===== src/rtl/rand_arbiter.sv =====
// Round-robin arbiter sharing one rand_gen among NUM_REQ requesters, one fresh value per grant.
// Optional build macro RAND_ARB_NONZERO_EN: retry the generator until the masked value is nonzero.
module rand_arbiter #(
    parameter int NUM_REQ   = 4,
    parameter int OUT_WIDTH = 8
) (
    input  logic               clock,
    input  logic               reset,
    input  logic               enable,
    input  logic [NUM_REQ-1:0] req,
    input  logic [7:0]         rnd_in,
    output logic               rnd_enable,
    output logic [NUM_REQ-1:0] gnt,
    output logic [7:0]         rnd_out,
    output logic               rnd_valid,
    output logic [1:0]         state
);

    typedef enum logic [1:0] {
        IDLE    = 2'd0,
        ADVANCE = 2'd1,
        CAPTURE = 2'd2
    } state_t;

`ifdef RAND_ARB_NONZERO_EN
    localparam bit NONZERO = 1'b1;
`else
    localparam bit NONZERO = 1'b0;
`endif

    localparam logic [7:0] MASK = 8'((16'd1 << OUT_WIDTH) - 16'd1);

    state_t             state_q, state_d;
    logic [2:0]         ptr_q, ptr_d;
    logic [2:0]         winner_q, winner_d;
    logic [2:0]         pick;
    logic [7:0]         masked;
    logic               rnd_enable_d;
    logic [NUM_REQ-1:0] gnt_d;
    logic [7:0]         rnd_out_d;
    logic               rnd_valid_d;

    assign masked = rnd_in & MASK;
    assign state  = state_q;

    // Lowest set bit at or above ptr wins; otherwise wrap to the lowest set bit overall.
    always_comb begin
        pick = 3'd0;
        for (int i = NUM_REQ - 1; i >= 0; i--) begin
            if (req[i]) pick = 3'(i);
        end
        for (int i = NUM_REQ - 1; i >= 0; i--) begin
            if (req[i] && (3'(i) >= ptr_q)) pick = 3'(i);
        end
    end

    always_comb begin
        state_d      = state_q;
        ptr_d        = ptr_q;
        winner_d     = winner_q;
        rnd_enable_d = 1'b0;
        gnt_d        = '0;
        rnd_out_d    = rnd_out;
        rnd_valid_d  = 1'b0;
        case (state_q)
            IDLE: begin
                if (enable && (req != '0)) begin
                    winner_d     = pick;
                    rnd_enable_d = 1'b1;
                    state_d      = ADVANCE;
                end
            end
            ADVANCE: begin
                state_d = CAPTURE;
            end
            CAPTURE: begin
                // A zero value is thrown away and the generator stepped again.
                if (NONZERO && (masked == 8'd0)) begin
                    rnd_enable_d = 1'b1;
                    state_d      = ADVANCE;
                end else begin
                    rnd_out_d   = masked;
                    rnd_valid_d = 1'b1;
                    gnt_d       = NUM_REQ'(1) << winner_q;
                    ptr_d       = (winner_q == 3'(NUM_REQ - 1)) ? 3'd0 : winner_q + 3'd1;
                    state_d     = IDLE;
                end
            end
            default: begin
                state_d = IDLE;
            end
        endcase
    end

    always_ff @(posedge clock) begin
        if (reset) begin
            state_q    <= IDLE;
            ptr_q      <= 3'd0;
            winner_q   <= 3'd0;
            rnd_enable <= 1'b0;
            gnt        <= '0;
            rnd_out    <= 8'd0;
            rnd_valid  <= 1'b0;
        end else begin
            state_q    <= state_d;
            ptr_q      <= ptr_d;
            winner_q   <= winner_d;
            rnd_enable <= rnd_enable_d;
            gnt        <= gnt_d;
            rnd_out    <= rnd_out_d;
            rnd_valid  <= rnd_valid_d;
        end
    end

endmodule


===== config.mk =====
export PLATFORM = sky130hd
export DESIGN_NAME = rand_arbiter
export DESIGN_NICKNAME = d
export VERILOG_FILES = /design/src/rtl/rand_arbiter.sv
export SDC_FILE = /design/constraint.sdc
export NUM_CORES = 1
export LEC_CHECK = 0
export CORE_UTILIZATION = 40
export DETAILED_ROUTE_END_ITERATION = 10
export GPL_ROUTABILITY_DRIVEN = 0
export GPL_TIMING_DRIVEN = 0
export PLACE_DENSITY_LB_ADDON = 0.3
export SETUP_SLACK_MARGIN = 0.1
export SLEW_MARGIN = 20
export SYNTH_ARGS = -nofsm -noshare
export SYNTH_HDL_FRONTEND = slang
export SYNTH_SLANG_ARGS = --single-unit

===== constraint.sdc =====
create_clock -name clock -period 1.5 [get_ports clock]
set_input_delay 0.375 -clock clock [delete_from_list [all_inputs] [get_ports clock]]
set_output_delay 0.375 -clock clock [all_outputs]
set_load 0.02 [all_outputs]

==> flow_summary.ini <==
[critical_path]
crit_required_ps = 1120
critPathArrivalTime_ps = 980
critPathKind = reg2out
path_delay_family = flip-flops
cp_slowest_cell = dfxtp_1
cp_max_fo = 2
cp_cell_sequence = dlygate4sd2_1
start_kind = flip-flop
endpoint_kind = output pin
slowest_delay_ps = 350
path_buf_inv = 1
startpoint = rnd_out[4]$_SDFFE_PP0P_
timing.rr.start = state[1]$_SDFFE_PP0P_

[pwr]
power.share.switching_pct = 24.4
clkPwrFrac_pct = 31.2
seqPwrFrac_pct = 55.0
power_density_mw_per_mm2 = 904
leakagePower_nw = 0.473
p_int_uw = 771
p_comb_share_pct = 13.9
ir_drop_mv = 0.667
p_switching_uw = 249

[clocking]
htreeDepth = 1
cts-root-buf = clkbuf_4
clk_latency_ps = 310
cts.sinks = 20
clk_pin_slew_worst_paths_ps = 110
clockBufferDepth = 2
cts_hold_buf = 0
cts_buffers = 3
cts_tree = done

[final_layout]
antennaDiodeCount = 0
num-fill-cells = 151
nNetsFinal = 137
utilization_pct = 64.7
drive_above_1_share_pct = 14.2
area_delta_synth_final_pct = 49.8
design_area_mm2 = 0.00113

[job]
cap_viol_max_count = 0

[sta]
hold_viol = 0
post-route-min-period_ps = 1360
relSlewSlack_pct = 75.4
finalSetupTns_ps = 0
slew_violations = 0
worstMarginPinSlew_ps = 368
finalClockSkew_ps = 7.36
layout_setup_ws_ps = 142
max_clock_freq_ghz = 0.737
finalSetupViolations = 0
min_period_over_period_pct = 90.5
rsz0062_at_grt = no

[synth]
synth_fp_nets = 100
synthXorXnorAreaFrac_pct = 0
synth_simple_gate_area_share_pct = 25.7
async_reset_ff_share_pct = 0
synth_ff_type = dfxtp_1
synth_top_area_cell = dfxtp_1
synth_top_cell_area_share_pct = 53.2
synthTopCellsByCount = 20 x dfxtp_1, 20 x nand2_1, 12 x a21oi_1, 4 x clkbuf_1
ys_ff_latch = 20
synthAdderAreaFrac_pct = 1.66
synth_top_family_by_area = simple AND/OR/NAND/NOR gates
synth-compound-area-share_pct = 15.1
syn_inst = 84
ys_types = 23
synth_area_leaders = dfxtp_1 53%, nand2_1 10%, a21oi_1 8.0%
yosysWarnings = 0
synthMuxAreaShare_pct = 1.33
synth-edff-count = 0
seq_area_frac_synth_pct = 53.2
netlist_area_um2 = 753
syn-mean-instance-area_um2 = 8.97

[route]
detail_route.wl_per_cell_um = 10.5
antenna_left = 0
vias = 702
drt_first_pass_iters = 4
totalWireLength_mm = 1.52
vias_per_cell = 4.84
drt_iter0_markers = 7
drc_errors = 0

[global_routing]
grt_max_degree = 12
grt_pass1_wl_mm = 2.58
antenna_found_initial = 0
grtUsageTotal_pct = 17.2
grt_pass1_vias = 624
grt_overflow = 0

[die]
num_rows = 15
initial_core_util_pct = 43.2
die_w_um = 45.4
ioPinCount = 31
dieArea_mm2 = 0.00206
fp.dieH_um = 45.4
core_area_mm2 = 0.00175

[placed_design]
placed_area_mm2 = 0.00109
dp_hpwl_mm = 1.11
io_buffers = 30
pre_cts_ws_ps = -373

[status]
status = finished clean

[hold_path]
hold_class = reg2reg
worstHoldStart = state[1]$_SDFFE_PP0P_
==> power groups by stage <==
stage          sequential [mW]  clock [mW]  combinational [mW]
3_3_place_gp             0.572           0               0.139
3_5_place_dp             0.573           0               0.141
4_1_cts                  0.561       0.314               0.140
5_1_grt                  0.563       0.344               0.155
2_1_floorplan            0.586           0              0.0513
6_report                 0.561       0.318               0.141
==> cells in the final DEF (no fill, tap or decap), types with 2 or more instances in the layout <==
master | Yosys | routed
a21oi_1 | 12 | 12
clkbuf_4 | 0 | 3
buf_4 | 0 | 2
nor2_1 | 3 | 3
nand2b_1 | 3 | 3
inv_1 | 2 | 2
clkbuf_2 | 0 | 6
clkdlybuf4s15_1 | 0 | 4
nor2b_1 | 3 | 3
dlygate4sd2_1 | 0 | 10
clkdlybuf4s50_1 | 0 | 13
dfxtp_1 | 20 | 19
nor4b_1 | 2 | 2
nand2_1 | 20 | 20
==> final cells by class <==
class                   count  area [um^2]  area share (%)
inverters                   2         7.51           0.665
repair buffers             32          288            25.5
flip-flops and latches     20          402            35.6
multi-input cells          58          345            30.6
well taps                  25         31.3            2.77
clock buffers               4         36.3            3.22
plain buffers               4         18.8            1.66
==> cells by family (layout without fill, tap and decap cells) <==
logic type | Yosys count | after routing
AND/OR/NAND/NOR | 38 | 38
flip-flops | 20 | 20
AO/OA/AOI/OAI | 18 | 18
buffers and inverters | 6 | 42
adder cells (fa/ha/maj) | 1 | 1
multiplexers | 1 | 1
==> per-layer routing <==
layer	global-route usage (%)	up-vias	routed length (um)
li1	-	359	-
met1	21.8	315	668
met2	27.1	25	726
met3	6.35	3	106
met4	5.45	0	19
met5	0	-	0
==> sequential cells by signal, summed over array words and instances, names as in the netlist <==
name and flops:
rnd_out 8, gnt 4, rnd_valid 1, winner_q 2
ptr_q 2, state 2, rnd_enable 1
==> timing repair <==
item                       CTS  global route
pin swaps                    2             0
resized for setup           21            12
setup endpoints to repair   28            18
setup buffers                2             0
gates cloned                 0             0
==> through the flow <==
stage                     hold WS, ps  instances  power (mW)
final                             456        145        1.02
after global routing              476        145        1.06
after CTS                         460        145        1.02
after detailed placement          444        139       0.714
after global placement            432        139       0.711
after floorplan                   453         84       0.637
==> path summary, 6_finish.rpt <==
| check | to | slack [ps] | cells after the start |
|---|---|---|---|
| hold / removal | state[1]$_SDFFE_PP0P_ | 460 | 1 |
| setup / recovery | rnd_out[4] | 140 | 1 |
| setup reg to reg | winner_q[0]$_SDFFE_PP0P_ | 180 | 3 |
| hold reg to reg | state[1]$_SDFFE_PP0P_ | 460 | 1 |
No activity file was read; power rests on OpenSTA's default activity.
